$ cat config.mk
export PLATFORM = sky130hd
export DESIGN_NAME = piradip_ram_arbiter
export DESIGN_NICKNAME = d
export VERILOG_FILES = /design/src/rtl/piradip_ram_pkg.sv /design/src/rtl/piradip_rr_arbiter.sv /design/src/rtl/piradip_ram_arbiter.sv
export SDC_FILE = /design/constraint.sdc
export NUM_CORES = 1
export LEC_CHECK = 0
export CORE_AREA = 2 2 78 80
export DETAILED_ROUTE_END_ITERATION = 8
export DIE_AREA = 0 0 80 82
export PLACE_DENSITY_LB_ADDON = 0.05
export SYNTH_ARGS = -nofsm -noshare
export SYNTH_HDL_FRONTEND = slang
export SYNTH_HIERARCHICAL = 1
export SYNTH_SLANG_ARGS = --single-unit
$ cat constraint.sdc
create_clock -name aclk -period 2 [get_ports aclk]
set_input_delay 0.3 -clock aclk [delete_from_list [all_inputs] [get_ports aclk]]
set_output_delay 0.3 -clock aclk [all_outputs]
set_load 0.05 [all_outputs]
$ cat src/rtl/piradip_ram_pkg.sv
// Shared types for the single-port RAM arbiter: FSM state and read-return tag.
package piradip_ram_pkg;

    // Tag ID is sized for the largest requester count any arbiter instance may use.
    localparam int unsigned RD_ID_W = 8;

    typedef enum logic {
        ARB = 1'b0,
        OWN = 1'b1
    } ram_arb_state_t;

    typedef struct packed {
        logic               v;
        logic [RD_ID_W-1:0] id;
    } ram_rd_tag_t;

endpackage

$ cat src/rtl/piradip_rr_arbiter.sv
// Combinational round-robin picker: first set request searching upward from last+1, wrapping.
module piradip_rr_arbiter #(
    parameter int unsigned NUM_REQ = 2,
    parameter int unsigned IDX_W   = $clog2(NUM_REQ)
) (
    input  logic [NUM_REQ-1:0] req,
    input  logic [IDX_W-1:0]   last,
    output logic               any,
    output logic [IDX_W-1:0]   grant_idx
);

    always_comb begin
        logic        found;
        int unsigned idx;
        found     = 1'b0;
        idx       = 0;
        grant_idx = '0;
        any       = |req;
        for (int unsigned i = 1; i <= NUM_REQ; i++) begin
            idx = (32'(last) + i) % NUM_REQ;
            if (!found && req[IDX_W'(idx)]) begin
                found     = 1'b1;
                grant_idx = IDX_W'(idx);
            end
        end
    end

endmodule

$ cat src/rtl/piradip_ram_arbiter.sv
// Shares one single-port RAM between NUM_REQ requesters with round-robin burst locking
// and steers read data back to the issuing requester through a tag pipeline.
module piradip_ram_arbiter
    import piradip_ram_pkg::*;
#(
    parameter int unsigned NUM_REQ      = 2,
    parameter int unsigned DATA_WIDTH   = 32,
    parameter int unsigned ADDR_WIDTH   = 10,
    parameter int unsigned WE_WIDTH     = 1,
    parameter int unsigned READ_LATENCY = 1,
    parameter int unsigned HOLD_TIMEOUT = 16
) (
    input  logic                             aclk,
    input  logic                             areset,
    input  logic [NUM_REQ-1:0]               req_valid,
    output logic [NUM_REQ-1:0]               req_ready,
    input  logic [NUM_REQ*WE_WIDTH-1:0]      req_we,
    input  logic [NUM_REQ*ADDR_WIDTH-1:0]    req_addr,
    input  logic [NUM_REQ*DATA_WIDTH-1:0]    req_wdata,
    input  logic [NUM_REQ-1:0]               req_last,
    output logic [NUM_REQ-1:0]               rsp_valid,
    output logic [DATA_WIDTH-1:0]            rsp_data,
    output logic                             mem_en,
    output logic [WE_WIDTH-1:0]              mem_we,
    output logic [ADDR_WIDTH-1:0]            mem_addr,
    output logic [DATA_WIDTH-1:0]            mem_wdata,
    input  logic [DATA_WIDTH-1:0]            mem_rdata
);

    localparam int unsigned IDX_W    = $clog2(NUM_REQ);
    localparam int unsigned HOLD_W   = (HOLD_TIMEOUT > 1) ? $clog2(HOLD_TIMEOUT) : 1;
    localparam int unsigned HOLD_MAX = (HOLD_TIMEOUT > 0) ? HOLD_TIMEOUT - 1 : 0;

    logic [NUM_REQ-1:0][WE_WIDTH-1:0]   we_arr;
    logic [NUM_REQ-1:0][ADDR_WIDTH-1:0] addr_arr;
    logic [NUM_REQ-1:0][DATA_WIDTH-1:0] wdata_arr;

    ram_arb_state_t     state_q, state_d;
    logic [IDX_W-1:0]   owner_q, owner_d;
    logic [IDX_W-1:0]   last_owner_q, last_owner_d;
    logic [HOLD_W-1:0]  hold_cnt_q, hold_cnt_d;
    logic               arb_any;
    logic [IDX_W-1:0]   arb_idx;
    logic               accept;
    logic               rd_beat;
    ram_rd_tag_t        tag_q [READ_LATENCY];
    ram_rd_tag_t        tag_tail;

    assign we_arr    = req_we;
    assign addr_arr  = req_addr;
    assign wdata_arr = req_wdata;

    piradip_rr_arbiter #(
        .NUM_REQ (NUM_REQ),
        .IDX_W   (IDX_W)
    ) u_rr (
        .req       (req_valid),
        .last      (last_owner_q),
        .any       (arb_any),
        .grant_idx (arb_idx)
    );

    // Next-state and RAM-side outputs; everything is forced quiet while reset is high.
    always_comb begin
        state_d      = state_q;
        owner_d      = owner_q;
        last_owner_d = last_owner_q;
        hold_cnt_d   = hold_cnt_q;
        req_ready    = '0;
        mem_en       = 1'b0;
        mem_we       = '0;
        mem_addr     = '0;
        mem_wdata    = '0;
        accept       = 1'b0;
        case (state_q)
            ARB: begin
                if (arb_any) begin
                    state_d    = OWN;
                    owner_d    = arb_idx;
                    hold_cnt_d = '0;
                end
            end
            OWN: begin
                if (!areset) begin
                    req_ready[owner_q] = 1'b1;
                    mem_addr           = addr_arr[owner_q];
                    mem_wdata          = wdata_arr[owner_q];
                end
                accept = req_valid[owner_q] && !areset;
                if (accept) begin
                    mem_en     = 1'b1;
                    mem_we     = we_arr[owner_q];
                    hold_cnt_d = '0;
                    if (req_last[owner_q]) begin
                        state_d      = ARB;
                        last_owner_d = owner_q;
                    end
                end else if (HOLD_TIMEOUT > 0) begin
                    // Idle owner: release once the idle run reaches the timeout.
                    if (hold_cnt_q == HOLD_W'(HOLD_MAX)) begin
                        state_d      = ARB;
                        last_owner_d = owner_q;
                    end else begin
                        hold_cnt_d = hold_cnt_q + 1'b1;
                    end
                end
            end
            default: state_d = ARB;
        endcase
    end

    assign rd_beat  = accept && (mem_we == '0);
    assign tag_tail = tag_q[READ_LATENCY-1];
    assign rsp_data = mem_rdata;

    always_comb begin
        rsp_valid = '0;
        for (int unsigned i = 0; i < NUM_REQ; i++) begin
            if (!areset && tag_tail.v && (tag_tail.id == RD_ID_W'(i))) begin
                rsp_valid[i] = 1'b1;
            end
        end
    end

    always_ff @(posedge aclk) begin
        if (areset) begin
            state_q      <= ARB;
            owner_q      <= '0;
            last_owner_q <= IDX_W'(NUM_REQ - 1);
            hold_cnt_q   <= '0;
            for (int unsigned i = 0; i < READ_LATENCY; i++) begin
                tag_q[i] <= '0;
            end
        end else begin
            state_q      <= state_d;
            owner_q      <= owner_d;
            last_owner_q <= last_owner_d;
            hold_cnt_q   <= hold_cnt_d;
            // Tag pipeline drains regardless of ownership changes.
            tag_q[0] <= '{v: rd_beat, id: RD_ID_W'(owner_q)};
            for (int unsigned i = 1; i < READ_LATENCY; i++) begin
                tag_q[i] <= tag_q[i-1];
            end
        end
    end

endmodule

==> summary.txt, run 1 <==
Run status
  • Status: finished clean

Clocking
  • Clk pin slew, worst setup/hold paths: 40 ps
  • Clk_lat worst skew: 250 ps
  • Hold-fix buffers, CTS: 0
  • CTS Sinks: 9
  • Total CTS buffers: 3
  • Worst-case clock buffer depth: 2
  • Root buf cell: clkbuf_8
  • CTS H-tree depth: 1
  • CTS tree: yes

Die
  • CORE AREA: 5750 µm²
  • Die X: 80 µm
  • Die H: 82 µm
  • Initial core utilization: 20.0%
  • Number of I/O pins: 204
  • Rows: 28
  • Die area: 6560 µm²

Cells and area
  • Fin area: 3080 µm²
  • Fin cells: 326
  • Final nets: 377
  • Inserted Diodes: 0
  • Layout cells sized above 1: 29.9%
  • Area growth syn-to-layout: 168%

Timing
  • TNS Setup: 0 ps
  • # setup viols final: 0
  • Achievable Freq: 0.531 GHz
  • Slew headroom: 71.0%
  • Actual slew at the worst max-slew pin: 434 ps
  • Period utilization: 94.1%
  • Hold Vio Cnt, Final: 0
  • Worst Skew: 5.80 ps
  • Slew Viols, Final: 0
  • Fin crit period: 1880 ps
  • Crit path setup slack, layout: 118 ps
  • RSZ-0062 raised after global routing: no

Synth
  • Mean Syn Cell Area: 8.20 µm²
  • Main synth FF type: dfxtp_1
  • Post-synth cell types: 31
  • Synth Area in Adders: 1.09%
  • Synth area leaders: a22o_1 (32%), buf_4 (21%), dfxtp_1 (16%), buf_2 (3.5%), mux2i_1 (3.5%)
  • Post-Synth Simple-Gate Area: 14.5%
  • Syn_nets: 265
  • #FFs+latches synth: 9
  • Syn Std Cell Area: 1150 µm²
  • Synth area leader: a22o_1
  • YS warnings: 6
  • Mux contribution to synthesized area: 4.68%
  • Synth Area in XOR/XNOR: 0%
  • Area share of the largest cell type after synthesis: 32.0%
  • Number of synthesized flops with an enable pin: 0
  • Largest family of logic cells by synthesized area: compound AO/OA/AOI/OAI gates
  • Mapped Cells: 140
  • Synth async-reset ratio: 0%
  • Compound-Gate Fraction of Synth Area: 37.7%
  • Register area share after synthesis: 15.7%

Setup path
  • CP top delay family: buffers and inverters
  • Slowest stage delay, CP: 510 ps
  • Worst Path Buf+Inv: 2
  • Startpoint types: input port
  • WS Path Type: in -> out
  • CP arrival: 1580 ps
  • Peak fanout along the critical path: 3
  • CP Capture Type: output pin
  • Critical path's slowest cell: clkdlybuf4s50_1
  • CP Cell Sequence: clkdlybuf4s50_1, mux2i_2, or2_2, nor2_1, buf_12
  • Worst endpoint required time: 1700 ps

Placed design
  • Placed Area: 2920 µm²
  • Placer congestion estimate: 0.839
  • Port buffer count: 139
  • # placed instances: 319
  • Post-DP HPWL: 4770 µm
  • Pre-CTS setup slack: -49.6 ps

Drt
  • ANT nets after route: 0
  • Metal-1 WL: 2180 µm
  • Vias: 1,532
  • Vias per inst: 4.70
  • Met2 Wirelength: 2810 µm
  • WL final: 5760 µm
  • Top routing layer in use: met4
  • DRC Markers: 0
  • Post-DR wirelength/cell: 17.7 µm
  • TritonRoute pass-1 iters: 4
  • Routed met3 length: 638 µm
  • DR iter-0 viols: 46

Power and ir drop
  • Peak VDD IR: 0.370 mV
  • PwrDens: 374 nW/µm²
  • Power Total: 1.15 mW
  • Leakage: 1.22 nW

GRT
  • Gr ovfl total: 0
  • First-pass GRT wire length: 8140 µm
  • Initial antenna violation count: 0
  • GRT Overall Usage: 16.4%
  • Largest net degree at the start of global routing: 39
  • Vias in the first global route: 1,455

Worst hold path
  • Hold Crit Class: reg -> reg

Flow run
  • Number of max-cap violations: 0
worst reg2reg max path, cell delays in order (launching register included):
cell and delay [ps]:
dfxtp_2 410, mux2i_2 300, o21a_4 200, nor2_1 70
nor4_1 270
Yosys cell counts, drive strengths merged (2+ instances only):
cell,count
nand2,2
nor3b,2
mux2i,5
a22o,42
dfxtp,9
or2,2
nor4b,2
buf,41
a21oi,3
nor2,9
inv,2
nor4,2
nand3,4
nor3,3
metal layers:
metal	vias up	track usage, %
li1	719	-
met1	703	18.7
met5	-	0
met2	101	27.4
met3	9	6.26
met4	0	6.95
registers in the layout, summed over array words and instances (netlist names):
name	flops
state_q	1
owner_q	1
tag_q	2
hold_cnt_q	4
last_owner_q	1
stage by stage:
stage / utilization (%) / hold WS, ps
2_1_floorplan: - / 379
3_3_place_gp: 50.8 / 508
5_1_grt: 53.6 / 574
6_report: 53.6 / 520
3_5_place_dp: 50.8 / 516
4_1_cts: 53.6 / 524
placed cells by master (no fill, tap or decap), drive strengths merged, types with 2 or more instances in the layout:
cell,n
buf,57
nor4,2
a22o,42
nor4b,2
or2,2
nor2,9
a21oi,3
inv,2
nor3,3
mux2i,5
dfxtp,9
nor3b,2
nand3,4
clkbuf,4
nand2,2
clkdlybuf4s50,90
cells by family (layout without fill, tap and decap cells):
group	count (synthesis)	count (layout)
adders and majority gates	1	1
and+or+nand+nor	30	30
DFF	9	9
muxes	5	5
buffers and inverters	44	155
AOI/OAI and AO/OA	51	51
path summary, 6_finish.rpt:
kind,startpoint,to,slack (ps),cells past startpoint
hold / removal,last_owner_q,last_owner_q,520,2
setup / recovery,req_valid[0],mem_we,120,5
hold reg to reg,last_owner_q,last_owner_q,520,2
setup reg to reg,owner_q,hold_cnt_q[2],670,4
layout make-up:
| class | count | area [µm²] |
|---|---|---|
| Multi-Input combinational cell | 87 | 744 |
| Timing Repair Buffer | 149 | 2010 |
| Clock buffer | 4 | 45.0 |
| Fill cell | 520 | 2670 |
| Sequential cell | 9 | 181 |
| Tap cell | 75 | 93.8 |
| Inverter | 2 | 7.51 |
repair_timing:
action | in CTS | in global routing
endpoints found under the setup margin | 43 | 25
resized for setup | 10 | 1
cloned | 1 | 0
pin swaps | 23 | 0
setup buffers | 2 | 0
power by group:
part / switching [mW] / total (mW) / internal [mW]
registers: 0.0104 / 0.198 / 0.187
logic: 0.310 / 0.731 / 0.421
clock network: 0.0835 / 0.223 / 0.140
No activity file was read; power rests on OpenSTA's default activity.
==> run 2, diff against run 1 <==
Settings changed: CORE_AREA 2 2 78 80 to not set, CORE_ASPECT_RATIO set to 0.5, CORE_MARGIN set to 2, CORE_UTILIZATION set to 23, DIE_AREA 0 0 80 82 to not set.
==> summary.txt, run 2 (same netlist as run 1, synthesis figures left out) <==
Clocking
  • CTS Sinks: 9
  • Clk_lat worst skew: 230 ps
  • Hold-fix buffers, CTS: 0
  • Total CTS buffers: 3
  • CTS tree: yes
  • Worst-case clock buffer depth: 2
  • CTS H-tree depth: 1
  • Root buf cell: clkbuf_8
  • Clk pin slew, worst setup/hold paths: 40 ps

Power and ir drop
  • Part of the power in combinational logic: 65.8%
  • Net Sw Power: 0.425 mW
  • Int Power: 0.780 mW
  • Leakage: 1.36 nW
  • Power Total: 1.20 mW
  • PwrDens: 364 nW/µm²
  • Sw Share: 35.3%
  • Clock power frac: 17.7%
  • Seq pwr share: 16.5%
  • Peak VDD IR: 0.356 mV

Setup path
  • CP Capture Type: output pin
  • WS Path Type: reg -> out
  • Critical path's slowest cell: dfxtp_1
  • Peak fanout along the critical path: 10
  • CP arrival: 1620 ps
  • Startpoint types: flip-flop
  • Crit path top cell by count: buf_12
  • CP top delay family: flip-flops
  • Worst endpoint required time: 1700 ps
  • Worst Path Buf+Inv: 3
  • CP Cell Sequence: nand2b_4, nor2_4, buf_12, buf_8, a22o_1, buf_12
  • Slowest stage delay, CP: 470 ps

Timing
  • Fin crit period: 1920 ps
  • Achievable Freq: 0.520 GHz
  • Period utilization: 96.1%
  • Hold Vio Cnt, Final: 0
  • Actual slew at the worst max-slew pin: 383 ps
  • Crit path setup slack, layout: 78.7 ps
  • Worst Skew: 3.65 ps
  • # setup viols final: 0
  • Slew Viols, Final: 0
  • TNS Setup: 0 ps
  • Slew headroom: 74.4%

Placed design
  • Port buffer count: 139
  • Placed Area: 2860 µm²
  • # placed instances: 310
  • Placer congestion estimate: 0.721
  • Post-DP HPWL: 4370 µm
  • Pre-CTS setup slack: -1.77 ps

Die
  • Die area: 5610 µm²
  • Number of I/O pins: 204
  • Die X: 104 µm
  • CORE AREA: 4860 µm²
  • Rows: 18
  • Initial core utilization: 23.6%
  • Die H: 54.0 µm

Cells and area
  • Fin cells: 321
  • Final nets: 377
  • Area growth syn-to-layout: 188%
  • Layout cells sized above 1: 38.6%
  • Biggest regs: hold_cnt_q (4), tag_q (2)
  • Number of flip-flops in the largest register: 4
  • Most common cell after layout, fill and taps aside: clkdlybuf4s50_1
  • Most frequent cells in the layout: clkdlybuf4s50_1 (90), buf_12 (51), a22o_4 (28), a22o_1 (14), dfxtp_1 (8)
  • Area of the multi-input gates: 931 µm²
  • Inserted Diodes: 0
  • FILL cells: 384
  • Most flops, register: hold_cnt_q
  • Fin area: 3310 µm²
  • Register area: 181 µm²

Drt
  • DR iter-0 viols: 58
  • Met2 Wirelength: 3770 µm
  • Vias: 1,531
  • DRC Markers: 0
  • Metal-1 WL: 2200 µm
  • Post-DR wirelength/cell: 19.6 µm
  • WL final: 6280 µm
  • Vias per inst: 4.77
  • Routed met3 length: 298 µm
  • ANT nets after route: 0
  • Top routing layer in use: met4
  • TritonRoute pass-1 iters: 4

Worst hold path
  • Hold Crit Class: in -> reg

GRT
  • GRT Overall Usage: 17.3%
  • Vias in the first global route: 1,393
  • Gr ovfl total: 0
  • Initial antenna violation count: 0
  • Largest net degree at the start of global routing: 44
  • First-pass GRT wire length: 7560 µm

Run status
  • Status: finished clean

Flow run
  • Number of max-cap violations: 0
## run 2: cell type report
class,count,area share (%)
Sequential cell,9,5.49
Multi-Input combinational cell,87,28.1
Inverter,2,0.227
Clock buffer,4,1.36
Timing Repair Buffer,149,62.1
Tap cell,70,2.65
## run 2: per-layer routing
metal,vias to the layer above,global-route usage (%)
met4,0,4.28
met5,-,0
met1,742,17.2
met3,2,3.75
li1,725,-
met2,62,38.0
## run 2: worst register-to-register path: stages, from the launching register on
cell     delay, ps
dfxtp_2        440
mux2i_2        310
o21a_4         200
nor2_1          70
nor4_1         350
## run 2: repair_timing
item	4_1_cts	5_1_grt
endpoints found under the setup margin	1	42
gates cloned	0	6
pin swaps	0	3
resized for setup	1	35
setup buffers	0	1
## run 2: path summary, 6_finish.rpt
kind / start / end / cells after the start / slack (ps)
max: state_q / mem_addr[1] / 6 / 80
min: areset / tag_q[0][0] / 3 / 480
max reg2reg: owner_q / hold_cnt_q[3] / 4 / 500
min reg2reg: last_owner_q / last_owner_q / 2 / 520
## run 2: power groups by stage
stage               Clock [mW]  Sequential, mW  Combinational (mW)
floorplan                    0           0.196               0.443
global placement             0           0.200               0.686
detailed placement           0           0.200               0.692
CTS                      0.219           0.197               0.698
global route             0.235           0.200               0.819
finish                   0.214           0.199               0.792
## run 2: metrics by stage
| stage | utilization (%) | hold slack (ps) |
|---|---|---|
| global placement | 58.8 | 505 |
| floorplan | - | 379 |
| CTS | 59.9 | 527 |
| global route | 68.0 | 495 |
| finish | 68.0 | 483 |
| detailed placement | 58.8 | 518 |
==> run 3, diff against run 2 <==
Settings changed: RECOVER_POWER set to 25.
==> results of run 3 <==
Same layout as run 2: the final DEF is identical, and so are final timing and power.
